**config.mk**
```make
export PLATFORM = sky130hd
export DESIGN_NAME = image_sdram_writer_flat
export DESIGN_NICKNAME = d
export VERILOG_FILES = /design/src/rtl/image_sdram_writer_pkg.sv /design/src/rtl/image_sdram_writer_if.sv /design/src/rtl/image_sdram_writer_sync_fifo.sv /design/src/rtl/image_sdram_writer.sv /design/src/flat_wrapper.sv
export SDC_FILE = /design/constraint.sdc
export NUM_CORES = 1
export LEC_CHECK = 0
export CAP_MARGIN = 20
export CORE_UTILIZATION = 55
export DETAILED_ROUTE_END_ITERATION = 12
export GPL_TIMING_DRIVEN = 0
export PLACE_DENSITY = 0.73
export SYNTH_ARGS = -nofsm -noshare
export SYNTH_HDL_FRONTEND = slang
export SYNTH_HIERARCHICAL = 1
export SYNTH_SLANG_ARGS = --single-unit
```
**constraint.sdc**
```tcl
create_clock -name clk -period 11.3 [get_ports clk]
set_input_delay 2.26 -clock clk [delete_from_list [all_inputs] [get_ports clk]]
set_output_delay 2.26 -clock clk [all_outputs]
set_load 0.1 [all_outputs]
```
**src/rtl/image_sdram_writer_pkg.sv**
```systemverilog
// Shared types for the image SDRAM writer: word-write entry, byte lanes, output-slot states.
package image_sdram_writer_pkg;

  localparam int unsigned SD_ADDR_W   = 25;
  localparam int unsigned BYTE_ADDR_W = 26;
  localparam int unsigned STATS_W     = 24;

  localparam logic LANE_LO = 1'b0;
  localparam logic LANE_HI = 1'b1;

  typedef struct packed {
    logic [SD_ADDR_W-1:0] addr;
    logic [15:0]          data;
    logic [1:0]           mask;
  } sdram_wr_entry_t;

  localparam int unsigned ENTRY_W = $bits(sdram_wr_entry_t);

  typedef enum logic {
    OUT_IDLE = 1'b0,
    OUT_REQ  = 1'b1
  } out_state_e;

  function automatic logic [15:0] lane_data(input logic lane, input logic [7:0] b);
    return (lane == LANE_HI) ? {b, 8'h00} : {8'h00, b};
  endfunction

  function automatic logic [1:0] lane_mask(input logic lane);
    return (lane == LANE_HI) ? 2'b10 : 2'b01;
  endfunction

  // Pending entry seeded by a single byte.
  function automatic sdram_wr_entry_t new_entry(input logic [SD_ADDR_W-1:0] waddr,
                                                input logic lane, input logic [7:0] b);
    sdram_wr_entry_t e;
    e.addr = waddr;
    e.data = lane_data(lane, b);
    e.mask = lane_mask(lane);
    return e;
  endfunction

endpackage

```
**src/rtl/image_sdram_writer_if.sv**
```systemverilog
// SDRAM write-port handshake: the writer drives req/addr/data/mask, the controller drives ready.
interface image_sdram_writer_if #(
  parameter int unsigned ADDR_W = 25
) ();
  logic              sd_wr_req;
  logic [ADDR_W-1:0] sd_addr;
  logic [15:0]       sd_data;
  logic [1:0]        sd_mask;
  logic              sd_ready;

  modport master (output sd_wr_req, sd_addr, sd_data, sd_mask, input sd_ready);
  modport slave  (input sd_wr_req, sd_addr, sd_data, sd_mask, output sd_ready);
endinterface

```
**src/rtl/image_sdram_writer_sync_fifo.sv**
```systemverilog
// Synchronous first-word-fall-through FIFO; a push while full is accepted only with a same-cycle pop.
module image_sdram_writer_sync_fifo #(
  parameter int unsigned WIDTH = 8,
  parameter int unsigned AW    = 3
) (
  input  logic             clk,
  input  logic             reset_n,
  input  logic             push,
  input  logic [WIDTH-1:0] push_data,
  input  logic             pop,
  output logic [WIDTH-1:0] pop_data,
  output logic             full,
  output logic             empty
);

  localparam int unsigned DEPTH    = 1 << AW;
  localparam logic [AW:0] FULL_CNT = {1'b1, {AW{1'b0}}};

  logic [WIDTH-1:0] mem [DEPTH];
  logic [AW-1:0]    wr_ptr_q, rd_ptr_q;
  logic [AW:0]      count_q;
  logic             wr_ok_c, rd_ok_c;

  assign full     = (count_q == FULL_CNT);
  assign empty    = (count_q == '0);
  assign pop_data = mem[rd_ptr_q];
  assign rd_ok_c  = pop & ~empty;
  assign wr_ok_c  = push & (~full | rd_ok_c);

  always_ff @(posedge clk or negedge reset_n) begin
    if (!reset_n) begin
      for (int i = 0; i < int'(DEPTH); i++) mem[i] <= '0;
      wr_ptr_q <= '0;
      rd_ptr_q <= '0;
      count_q  <= '0;
    end else begin
      if (wr_ok_c) begin
        mem[wr_ptr_q] <= push_data;
        wr_ptr_q      <= wr_ptr_q + AW'(1);
      end
      if (rd_ok_c) rd_ptr_q <= rd_ptr_q + AW'(1);
      case ({wr_ok_c, rd_ok_c})
        2'b10:   count_q <= count_q + (AW+1)'(1);
        2'b01:   count_q <= count_q - (AW+1)'(1);
        default: count_q <= count_q;
      endcase
    end
  end

endmodule

```
**src/rtl/image_sdram_writer.sv**
```systemverilog
// Packs loader byte writes into 16-bit masked word writes, buffers them and drains to SDRAM.
// Optional IMAGE_WRITER_STATS_EN adds a saturating word_count of completed SDRAM handshakes.
module image_sdram_writer
  import image_sdram_writer_pkg::*;
#(
  parameter int unsigned FIFO_AW = 3,
  parameter int unsigned ADDR_W  = SD_ADDR_W
) (
  input  logic                   clk,
  input  logic                   reset_n,
  input  logic                   download_active,
  input  logic                   image_download,
  input  logic                   wr_8bit,
  input  logic [BYTE_ADDR_W-1:0] addr_8bit,
  input  logic [7:0]             data_8bit,
  image_sdram_writer_if.master   sd,
`ifdef IMAGE_WRITER_STATS_EN
  output logic [STATS_W-1:0]     word_count,
`endif
  output logic                   busy,
  output logic                   overflow
);

  sdram_wr_entry_t      pend_q, pend_d, fresh_c, merged_c, push_entry_c;
  logic                 pend_valid_q, pend_valid_d;
  logic                 accept_c, lane_c, push_c;
  logic [SD_ADDR_W-1:0] waddr_c;

  logic [ENTRY_W-1:0]   fifo_head;
  logic                 fifo_full, fifo_empty, pop_c, drop_c;

  out_state_e           state_q, state_d;
  sdram_wr_entry_t      slot_q, slot_d;
  logic                 dl_q, dl_rise_c, handshake_c;

  assign accept_c = wr_8bit & image_download;
  assign lane_c   = addr_8bit[0];
  assign waddr_c  = addr_8bit[BYTE_ADDR_W-1:1];
  assign fresh_c  = new_entry(waddr_c, lane_c, data_8bit);

  always_comb begin
    merged_c      = pend_q;
    merged_c.data = pend_q.data | lane_data(lane_c, data_8bit);
    merged_c.mask = pend_q.mask | lane_mask(lane_c);
  end

  // Byte packer: at most one push per cycle falls out of the branch structure.
  always_comb begin
    pend_d       = pend_q;
    pend_valid_d = pend_valid_q;
    push_c       = 1'b0;
    push_entry_c = pend_q;
    if (accept_c) begin
      if (!pend_valid_q) begin
        pend_d       = fresh_c;
        pend_valid_d = 1'b1;
      end else if ((pend_q.addr == waddr_c) && !pend_q.mask[lane_c]) begin
        if (merged_c.mask == 2'b11) begin
          push_c       = 1'b1;
          push_entry_c = merged_c;
          pend_valid_d = 1'b0;
        end else begin
          pend_d = merged_c;
        end
      end else begin
        push_c = 1'b1;
        pend_d = fresh_c;
      end
    end else if (pend_valid_q && !download_active && !wr_8bit) begin
      push_c       = 1'b1;
      pend_valid_d = 1'b0;
    end
  end

  always_ff @(posedge clk or negedge reset_n) begin
    if (!reset_n) begin
      pend_q       <= '0;
      pend_valid_q <= 1'b0;
    end else begin
      pend_q       <= pend_d;
      pend_valid_q <= pend_valid_d;
    end
  end

  image_sdram_writer_sync_fifo #(
    .WIDTH (ENTRY_W),
    .AW    (FIFO_AW)
  ) u_fifo (
    .clk       (clk),
    .reset_n   (reset_n),
    .push      (push_c),
    .push_data (push_entry_c),
    .pop       (pop_c),
    .pop_data  (fifo_head),
    .full      (fifo_full),
    .empty     (fifo_empty)
  );

  assign drop_c      = push_c & fifo_full & ~pop_c;
  assign handshake_c = (state_q == OUT_REQ) & sd.sd_ready;

  // Output request slot; reloading on the handshake cycle keeps requests back-to-back.
  always_comb begin
    state_d = state_q;
    slot_d  = slot_q;
    pop_c   = 1'b0;
    case (state_q)
      OUT_IDLE: begin
        if (!fifo_empty) begin
          pop_c   = 1'b1;
          slot_d  = sdram_wr_entry_t'(fifo_head);
          state_d = OUT_REQ;
        end
      end
      OUT_REQ: begin
        if (sd.sd_ready) begin
          if (!fifo_empty) begin
            pop_c  = 1'b1;
            slot_d = sdram_wr_entry_t'(fifo_head);
          end else begin
            state_d = OUT_IDLE;
          end
        end
      end
      default: state_d = OUT_IDLE;
    endcase
  end

  always_ff @(posedge clk or negedge reset_n) begin
    if (!reset_n) begin
      state_q <= OUT_IDLE;
      slot_q  <= '0;
    end else begin
      state_q <= state_d;
      slot_q  <= slot_d;
    end
  end

  assign sd.sd_wr_req = (state_q == OUT_REQ);
  assign sd.sd_addr   = ADDR_W'(slot_q.addr);
  assign sd.sd_data   = slot_q.data;
  assign sd.sd_mask   = slot_q.mask;
  assign busy         = pend_valid_q | ~fifo_empty | (state_q == OUT_REQ);

  assign dl_rise_c = download_active & ~dl_q;

  // Sticky drop flag; a new download session clears it.
  always_ff @(posedge clk or negedge reset_n) begin
    if (!reset_n) begin
      dl_q     <= 1'b0;
      overflow <= 1'b0;
    end else begin
      dl_q <= download_active;
      if (drop_c)         overflow <= 1'b1;
      else if (dl_rise_c) overflow <= 1'b0;
    end
  end

`ifdef IMAGE_WRITER_STATS_EN
  always_ff @(posedge clk or negedge reset_n) begin
    if (!reset_n) begin
      word_count <= '0;
    end else if (dl_rise_c) begin
      word_count <= '0;
    end else if (handshake_c && (word_count != {STATS_W{1'b1}})) begin
      word_count <= word_count + STATS_W'(1);
    end
  end
`else
  logic unused_handshake;
  assign unused_handshake = handshake_c;
`endif

endmodule
```
**src/flat_wrapper.sv**
```systemverilog
// flat-port wrapper written by rule: the top's interface ports become plain ports
module image_sdram_writer_flat import image_sdram_writer_pkg::*;
#(
  parameter int unsigned FIFO_AW = 3,
  parameter int unsigned ADDR_W  = SD_ADDR_W
)
  (clk, reset_n, download_active, image_download, wr_8bit, addr_8bit, data_8bit, busy, overflow, sd_sd_wr_req, sd_sd_addr, sd_sd_data, sd_sd_mask, sd_sd_ready);
  image_sdram_writer_if #(.ADDR_W(ADDR_W)) sd_i ();
  input  logic clk;
  input  logic reset_n;
  input  logic download_active;
  input  logic image_download;
  input  logic wr_8bit;
  input  logic [BYTE_ADDR_W-1:0] addr_8bit;
  input  logic [7:0] data_8bit;
  output logic busy;
  output logic overflow;
  output wire logic [$bits(sd_i.sd_wr_req)-1:0] sd_sd_wr_req;
  output wire logic [$bits(sd_i.sd_addr)-1:0] sd_sd_addr;
  output wire logic [$bits(sd_i.sd_data)-1:0] sd_sd_data;
  output wire logic [$bits(sd_i.sd_mask)-1:0] sd_sd_mask;
  input wire logic [$bits(sd_i.sd_ready)-1:0] sd_sd_ready;
  assign sd_sd_wr_req = sd_i.sd_wr_req;
  assign sd_sd_addr = sd_i.sd_addr;
  assign sd_sd_data = sd_i.sd_data;
  assign sd_sd_mask = sd_i.sd_mask;
  assign sd_i.sd_ready = sd_sd_ready;
  image_sdram_writer #(.FIFO_AW(FIFO_AW), .ADDR_W(ADDR_W)) u_core (.clk(clk), .reset_n(reset_n), .download_active(download_active), .image_download(image_download), .wr_8bit(wr_8bit), .addr_8bit(addr_8bit), .data_8bit(data_8bit), .sd(sd_i), .busy(busy), .overflow(overflow));
endmodule
```
==> results of run 1 <==
## cell families (layout without fill, tap and decap cells)
group | Yosys count | in the layout | share of synthesized area [%]
AND/OR/NAND/NOR | 64 | 64 | 2.26
XOR/XNOR | 31 | 31 | 1.34
adder cells (fa/ha/maj) | 6 | 6 | 0.408
other | 0 | 1 | 0
buffers and inverters | 88 | 266 | 2.88
multiplexers | 544 | 544 | 35.1
flip-flops | 444 | 444 | 54.9
AO/OA/AOI/OAI | 64 | 64 | 3.13
## stage by stage
step	TNS (ns)	instances	hold WS (ns)	power, mW
finish	0	1881	0.487	6.84
global route	0	1880	0.503	7.20
CTS	0	1878	0.493	6.88
detailed placement	0	1793	0.480	5.30
global placement	-5011.37	1787	0.468	5.21
floorplan	0	1241	0.459	4.60
## final cells by class
cell class / count / area (µm²) / area share, %
flip-flops and latches: 444 / 11100 / 47.5
multi-input cells: 709 / 8540 / 36.5
clock buffers: 75 / 1440 / 6.17
repair buffers: 93 / 1020 / 4.36
well taps: 461 / 577 / 2.46
plain buffers: 78 / 544 / 2.33
clock inverters: 10 / 125 / 0.535
inverters: 10 / 37.5 / 0.160
diodes: 1 / 2.50 / 0.0107
## metal layers
metal / vias to the layer above / global-route usage, %
met5: - / 0
met4: 0 / 7.38
met3: 80 / 4.17
met2: 185 / 39.2
met1: 6006 / 35.6
li1: 4966 / -
## layout by cell type, fill, tap and decap left out, types with 4 or more instances in the layout
cell type	count
nand2_1	9
xor2_1	25
a31o_2	8
a22o_1	17
clkinv_2	7
o21ai_0	4
mux2_2	432
buf_6	17
mux2_1	25
nor2_1	4
clkdlybuf4s50_1	84
dfrtp_1	444
buf_2	14
nor4_1	7
mux4_2	86
inv_1	10
nor2b_1	4
nand3_1	5
clkbuf_1	43
ha_1	5
clkbuf_16	49
clkbuf_8	20
a21o_1	13
and3_1	9
nor3b_1	11
buf_4	7
xnor2_1	6
buf_16	4
buf_8	4
## worst max-delay path by stage
stage	from	cells past startpoint	end	slack, ns
2_1_floorplan	sd_sd_ready	10	u_core/u_fifo/count_q[3]$_DFFE_PN0P_	5.86
5_1_grt	sd_sd_ready	13	u_core/u_fifo/count_q[3]$_DFFE_PN0P_	4.94
6_report	sd_sd_ready	13	u_core/u_fifo/count_q[3]$_DFFE_PN0P_	5.09
3_5_place_dp	sd_sd_ready	13	u_core/u_fifo/count_q[3]$_DFFE_PN0P_	4.61
3_3_place_gp	reset_n	1	u_core/u_fifo/mem[316]$_DFFE_PN0P_	-11.34
4_1_cts	sd_sd_ready	13	u_core/u_fifo/count_q[3]$_DFFE_PN0P_	5.17
## power by group
part / total [mW] / switching [mW] / internal (mW)
clock network: 1.55 / 0.610 / 0.940
registers: 2.60 / 0.354 / 2.24
logic: 2.69 / 1.34 / 1.35
total: 6.84 / 2.30 / 4.53
## flip-flops by register name, summed over array words and instances (netlist names), 2 cells and up
register and cells:
u_core/merged_c 25, u_core/pend_q 18, u_core/u_fifo/mem 344, u_core/u_fifo/wr_ptr_q 3, u_core/u_fifo/rd_ptr_q 3, u_core/sd.sd_addr 25, u_core/sd.sd_mask 2, u_core/sd.sd_data 16
u_core/u_fifo/count_q 4
==> summary.txt, run 1 <==
Synthesis
  – Cell Area, Synth: 20200 µm²
  – Mean Syn Cell Area: 16.3 µm²
  – Mapped Nets: 1287
  – Netlist cell types: 50
  – Top post-synthesis cells by area: dfrtp_1 55%, mux2_2 24%, mux4_2 9.6%
  – EDFF count, synth: 0
  – Most frequent cell after synthesis: dfrtp_1
  – Top cell type's share of synthesized area: 54.9%
  – Most frequent cells after synthesis: 444 x dfrtp_1, 432 x mux2_2, 86 x mux4_2, 29 x clkbuf_1
  – Main flop type after synthesis: dfrtp_1
  – Synthesized instance count: 1241
  – FFs w/ async S/R, synth: 100%
  – Synth Register Bits: 444
  – Post-synthesis sequential area ratio: 54.9%
  – Area leader, netlist: dfrtp_1
  – Synthesis Warnings: 6

Placed design
  – Final GP Congestion: 0.810
  – Half-perimeter wire length after placement: 28700 µm
  – Port Buffers: 85
  – Worst slack, placed: 4.61 ns
  – Post-DP Area: 21800 µm²

Pwr
  – Peak supply drop: 0.162 mV
  – Leakage: 10.5 nW
  – Pwr Density: 292 nW/µm²

Worst hold path
  – Hold Crit Depth: 1
  – Hold Crit Class: flip-flop to flip-flop
  – Hold path start: u_core/u_fifo/mem[91]$_DFFE_PN0P_
  – Hold path endpoint: u_core/u_fifo/mem[91]$_DFFE_PN0P_

Floorplan
  – Chip width: 194 µm
  – DIE AREA: 37600 µm²
  – Die height: 194 µm
  – Row count: 69
  – Area of the core: 35900 µm²
  – Starting density of the core: 56.3%
  – I/O pin count: 86

STA
  – Tightest Pin Transition: 1.02 ns
  – Final Max Slew Viols: 0
  – Final worst path period need: 6.21 ns
  – RSZ-0062 raised after global routing: false
  – Worst Slack Setup Final: 5.09 ns
  – Final-report hold violation count: 0
  – Clk_skew: 0.0288 ns
  – Setup violations, final: 0
  – Final period util: 55.0%
  – Max Clk Rate: 161 MHz
  – Headroom to the max-slew limit: 31.9%

Setup path
  – Register-to-register setup slack: 6.73 ns
  – Req. time, crit path: 11.73 ns
  – Critical path arrival: 6.64 ns
  – Worst Reg-to-Reg Cells: 12
  – Setup crit end kind: flip-flop
  – RR Endpoint: u_core/u_fifo/count_q[3]$_DFFE_PN0P_
  – Worst setup SP type: input port
  – CP bufs+invs: 6
  – Critical path type: input port to flip-flop
  – Slowest CP cell: or4b_2
  – Crit-path leading delay family: buffers and inverters
  – Crit-path max FO: 11
  – R2R Path Start: u_core/u_fifo/count_q[0]$_DFFE_PN0P_
  – Cell Chain, Critical Path: clkdlybuf4s50_1 -> inv_1 -> a21oi_2 -> buf_8 -> clkbuf_1 -> buf_2 -> o41ai_1 -> inv_1 -> ha_1 -> ha_1 -> or4b_2 -> o311ai_0 -> o211ai_1
  – Critical path's largest stage delay: 0.67 ns

Global route
  – Vias in the first global route: 12200
  – Largest net degree at the start of global routing: 117
  – Initial antenna violation count: 1
  – First-pass GRT wire length: 71200 µm
  – GRT Total Usage: 24.8%
  – GR Overflow Total: 0

Finish
  – P&R area growth vs syn: 15.7%
  – Layout cells sized above 1: 47.2%
  – # nets final: 1429
  – Design area: 23400 µm²
  – Fill cells: 2596
  – Final design utilization: 65.2%

CTS
  – Clock buffer depth: 3
  – CTS Buf Count: 47
  – H-tree levels: 2
  – Hold buffers post-CTS: 0
  – CTS clk-pin slew, worst paths: 0.06 ns
  – Worst skew pair latency: 0.56 ns
  – Root Buffer: clkbuf_16
  – # clock sinks: 444
  – # resized after CTS: 0
  – CTS tree: done
  – Setup bufs post-CTS: 0

Outcome
  – Status: finished clean

Detailed routing
  – WL final: 44400 µm
  – WL met3: 1820 µm
  – DRC: 0
  – Vias: 11200
  – DRT antenna net count: 0
  – Detailed Route Iter0 Violations: 662
  – DRT Pass-1 Iters: 4
  – DR top layer: met4
  – M1 WL: 20600 µm
  – WL/cell: 23.6 µm
  – Vias per Instance: 5.97
  – Met2 wire len: 20900 µm

Run
  – Reported max-cap violation count: 0
(Power assumes the default switching activity.)
==> run 2, diff against run 1 <==
--- a/config.mk
+++ b/config.mk
@@ -9,7 +9,7 @@
 export CORE_UTILIZATION = 55
 export DETAILED_ROUTE_END_ITERATION = 12
 export GPL_TIMING_DRIVEN = 0
-export PLACE_DENSITY = 0.73
+export PLACE_DENSITY = 0.76
 export SYNTH_ARGS = -nofsm -noshare
 export SYNTH_HDL_FRONTEND = slang
 export SYNTH_HIERARCHICAL = 1
==> constraint.sdc (replaced) <==
create_clock -name clk -period 5.7 [get_ports clk]
set_input_delay 1.14 -clock clk [delete_from_list [all_inputs] [get_ports clk]]
set_output_delay 1.14 -clock clk [all_outputs]
set_load 0.1 [all_outputs]
==> run 2 against run 1 <==
Against the previous run:
- cell count fell by 0.21%
- register-to-register slack got worse by 5.7 ns
- clock-buffer cell count fell by 2
- critical path depth fell by 1
- clock skew fell by 0.0088 ns
- non-clock buffer count fell by 2
- critical path type unchanged
- sequential cell count did not move
- global-route usage fell by 0.22 points
- first-iteration DRC count rose by 2.7%
- wire length rose by 0.28%
==> summary.txt, run 2 (synthesized netlist as in run 1, its figures left out) <==
Outcome
  – Status: finished clean

Placed design
  – Port Buffers: 85 (unchanged)
  – Half-perimeter wire length after placement: 29200 µm (+1.6%)
  – Final GP Congestion: 0.846 (+4.5%)

CTS
  – Clock buffer depth: 3 (unchanged)
  – CTS Buf Count: 47 (unchanged)
  – CTS tree: done
  – Root Buffer: clkbuf_16
  – # clock sinks: 444 (unchanged)
  – # resized after CTS: 0 (unchanged)
  – CTS clk-pin slew, worst paths: 0.06 ns (about the same)
  – Worst skew pair latency: 0.56 ns (about the same)
  – Hold buffers post-CTS: 0 (unchanged)
  – H-tree levels: 2 (unchanged)
  – Setup bufs post-CTS: 0 (unchanged)

Pwr
  – Sequential share of power: 38.5% (+0.5 points)
  – Clock network power share: 22.1% (-0.6 points)
  – Peak supply drop: 0.341 mV (+110%)
  – Sw frac: 34.0% (+0.33 points)
  – Int Power: 8.87 mW (+96%)
  – Net switching power: 4.57 mW (+98%)
  – Pwr Density: 576 nW/µm² (+97%)
  – Leakage: 10.5 nW (-0.35%)
  – Comb pwr share: 39.4% (about the same)
  – Final Power: 13.4 mW (+97%)

Setup path
  – Critical path's largest stage delay: 0.75 ns (+0.08 ns)
  – Critical path type: input port to flip-flop
  – R2R Path Start: u_core/u_fifo/count_q[0]$_DFFE_PN0P_
  – Critical Path Source: sd_sd_ready
  – Critical path arrival: 5.68 ns (-0.96 ns)
  – Cell Chain, Critical Path: clkdlybuf4s50_1 -> inv_1 -> a21oi_2 -> clkbuf_1 -> buf_2 -> o41ai_1 -> inv_1 -> ha_1 -> ha_1 -> or4b_2 -> o311ai_0 -> o211ai_1
  – Setup crit end kind: flip-flop
  – Crit-path max FO: 11 (unchanged)
  – Worst setup SP type: input port
  – Req. time, crit path: 6.12 ns (-5.61 ns)
  – Slowest CP cell: a21oi_2

STA
  – Final period util: 92.3%
  – Clk_skew: 0.0200 ns (-0.00884 ns)
  – Final worst path period need: 5.26 ns
  – Final-report hold violation count: 0 (unchanged)
  – Max Clk Rate: 190 MHz
  – Headroom to the max-slew limit: 31.2% (-0.66 points)
  – RSZ-0062 raised after global routing: false
  – Final hold slack: 0.488 ns (+0.00107 ns)
  – Setup violations, final: 0 (unchanged)
  – Fin Setup TNS: 0 ns (unchanged)
  – Final Max Slew Viols: 0 (unchanged)
  – Tightest Pin Transition: 1.03 ns (+0.00996 ns)

Finish
  – Max reg flops: 344 (unchanged)
  – Diode count: 0 (-1)
  – Biggest register: u_core/u_fifo/mem
  – Fill cells: 2563 (-1.3%)
  – Commonest non-fill, non-tap cell in the layout: dfrtp_1
  – P&R area growth vs syn: 15.3%
  – Most frequent cells in the layout: 444 x dfrtp_1, 432 x mux2_2, 86 x mux4_2, 84 x clkdlybuf4s50_1, 47 x clkbuf_16
  – Multi-input combinational cell area: 8540 µm² (unchanged)
  – # nets final: 1427 (-0.14%)
  – FF/Latch Area: 11100 µm² (unchanged)
  – Final design utilization: 64.9% (-0.24 points)
  – Layout cells sized above 1: 47.3% (+0.10 points)

Floorplan
  – Area of the core: 35900 µm² (unchanged)
  – DIE AREA: 37600 µm² (unchanged)
  – Starting density of the core: 56.3% (unchanged)
  – I/O pin count: 86 (unchanged)
  – Chip width: 194 µm (unchanged)
  – Die height: 194 µm (unchanged)
  – Row count: 69 (unchanged)

Worst hold path
  – Hold path start: u_core/u_fifo/mem[242]$_DFFE_PN0P_
  – Hold Crit Class: flip-flop to flip-flop

Global route
  – GRT Total Usage: 24.6% (-0.22 points)
  – Initial antenna violation count: 0 (-1)
  – First-pass GRT wire length: 71100 µm (-0.19%)
  – Vias in the first global route: 12400 (+1.7%)
  – GR Overflow Total: 0 (unchanged)
  – Largest net degree at the start of global routing: 112 (-4.3%)

Detailed routing
  – DRT antenna net count: 0 (unchanged)
  – Vias: 11300 (+0.45%)
  – WL final: 44500 µm (+0.28%)
  – Vias per Instance: 6.01 (+0.67%)
  – WL/cell: 23.7 µm (+0.49%)
  – DRC: 0 (unchanged)
  – DRT Pass-1 Iters: 5 (+1)
  – Detailed Route Iter0 Violations: 680 (+2.7%)

Run
  – Reported max-cap violation count: 0 (unchanged)
run 2: changes by cell type in the layout (fill, tap and decap cells not counted), sizes merged:
cell and delta:
inv +4, buf -2, bufinv -2, clkbuf -1, clkdlybuf4s18 -1, clkinv -1
diode -1
run 2: worst max-delay path: cells and delay by family:
| kind | cells | cell delay [ns] |
|---|---|---|
| AO/OA/AOI/OAI | 4 | 1.19 |
| adder cells (fa/ha/maj) | 2 | 0.72 |
| buffers and inverters | 5 | 1.94 |
| AND/OR/NAND/NOR | 1 | 0.67 |
run 2: power by group through the flow:
stage / Combinational, mW / Sequential (mW) / Clock (mW)
after global routing: 5.62 / 5.32 / 3.16
after floorplan: 3.29 / 5.82 / 0
after global placement: 5.16 / 5.13 / 0
after detailed placement: 5.31 / 5.20 / 0
after CTS: 5.34 / 5.16 / 3.03
final: 5.30 / 5.17 / 2.97
run 2: path summary, 6_finish.rpt:
path | to | slack (ns) | cells past startpoint
max in group asynchronous | u_core/u_fifo/mem[309]$_DFFE_PN0P_ | 3.31 | 4
worst max register to register | u_core/u_fifo/count_q[3]$_DFFE_PN0P_ | 0.99 | 11
min in group asynchronous | u_core/sd.sd_addr[8]$_DFFE_PN0P_ | 0.55 | 1
worst min-delay path | u_core/u_fifo/mem[242]$_DFFE_PN0P_ | 0.49 | 1
worst max-delay path | u_core/u_fifo/count_q[3]$_DFFE_PN0P_ | 0.44 | 12
worst min register to register | u_core/u_fifo/mem[242]$_DFFE_PN0P_ | 0.49 | 1
run 2: final cells by class:
class,instances,area share [%]
Clock inverter,11,0.408
Tap cell,461,2.47
Timing Repair Buffer,91,4.23
Clock buffer,73,6.11
Buffer,78,2.33
Multi-Input combinational cell,709,36.6
Inverter,10,0.161
Sequential cell,444,47.7
run 2: metrics by stage:
stage / worst slack [ns] / cell area (µm²) / std cells
6_report: 0.439 / 23300 / 1877
5_1_grt: 0.222 / 23300 / 1877
3_3_place_gp: -15.48 / 21700 / 1787
4_1_cts: 0.301 / 23300 / 1876
2_1_floorplan: 1.38 / 20200 / 1241
3_5_place_dp: -0.254 / 21800 / 1792
run 2: layer usage:
metal / wire length [µm] / GRT usage (%)
met1: 20100 / 34.3
met2: 21800 / 40.2
met3: 1600 / 3.84
met4: 976 / 7.20
met5: 0 / 0
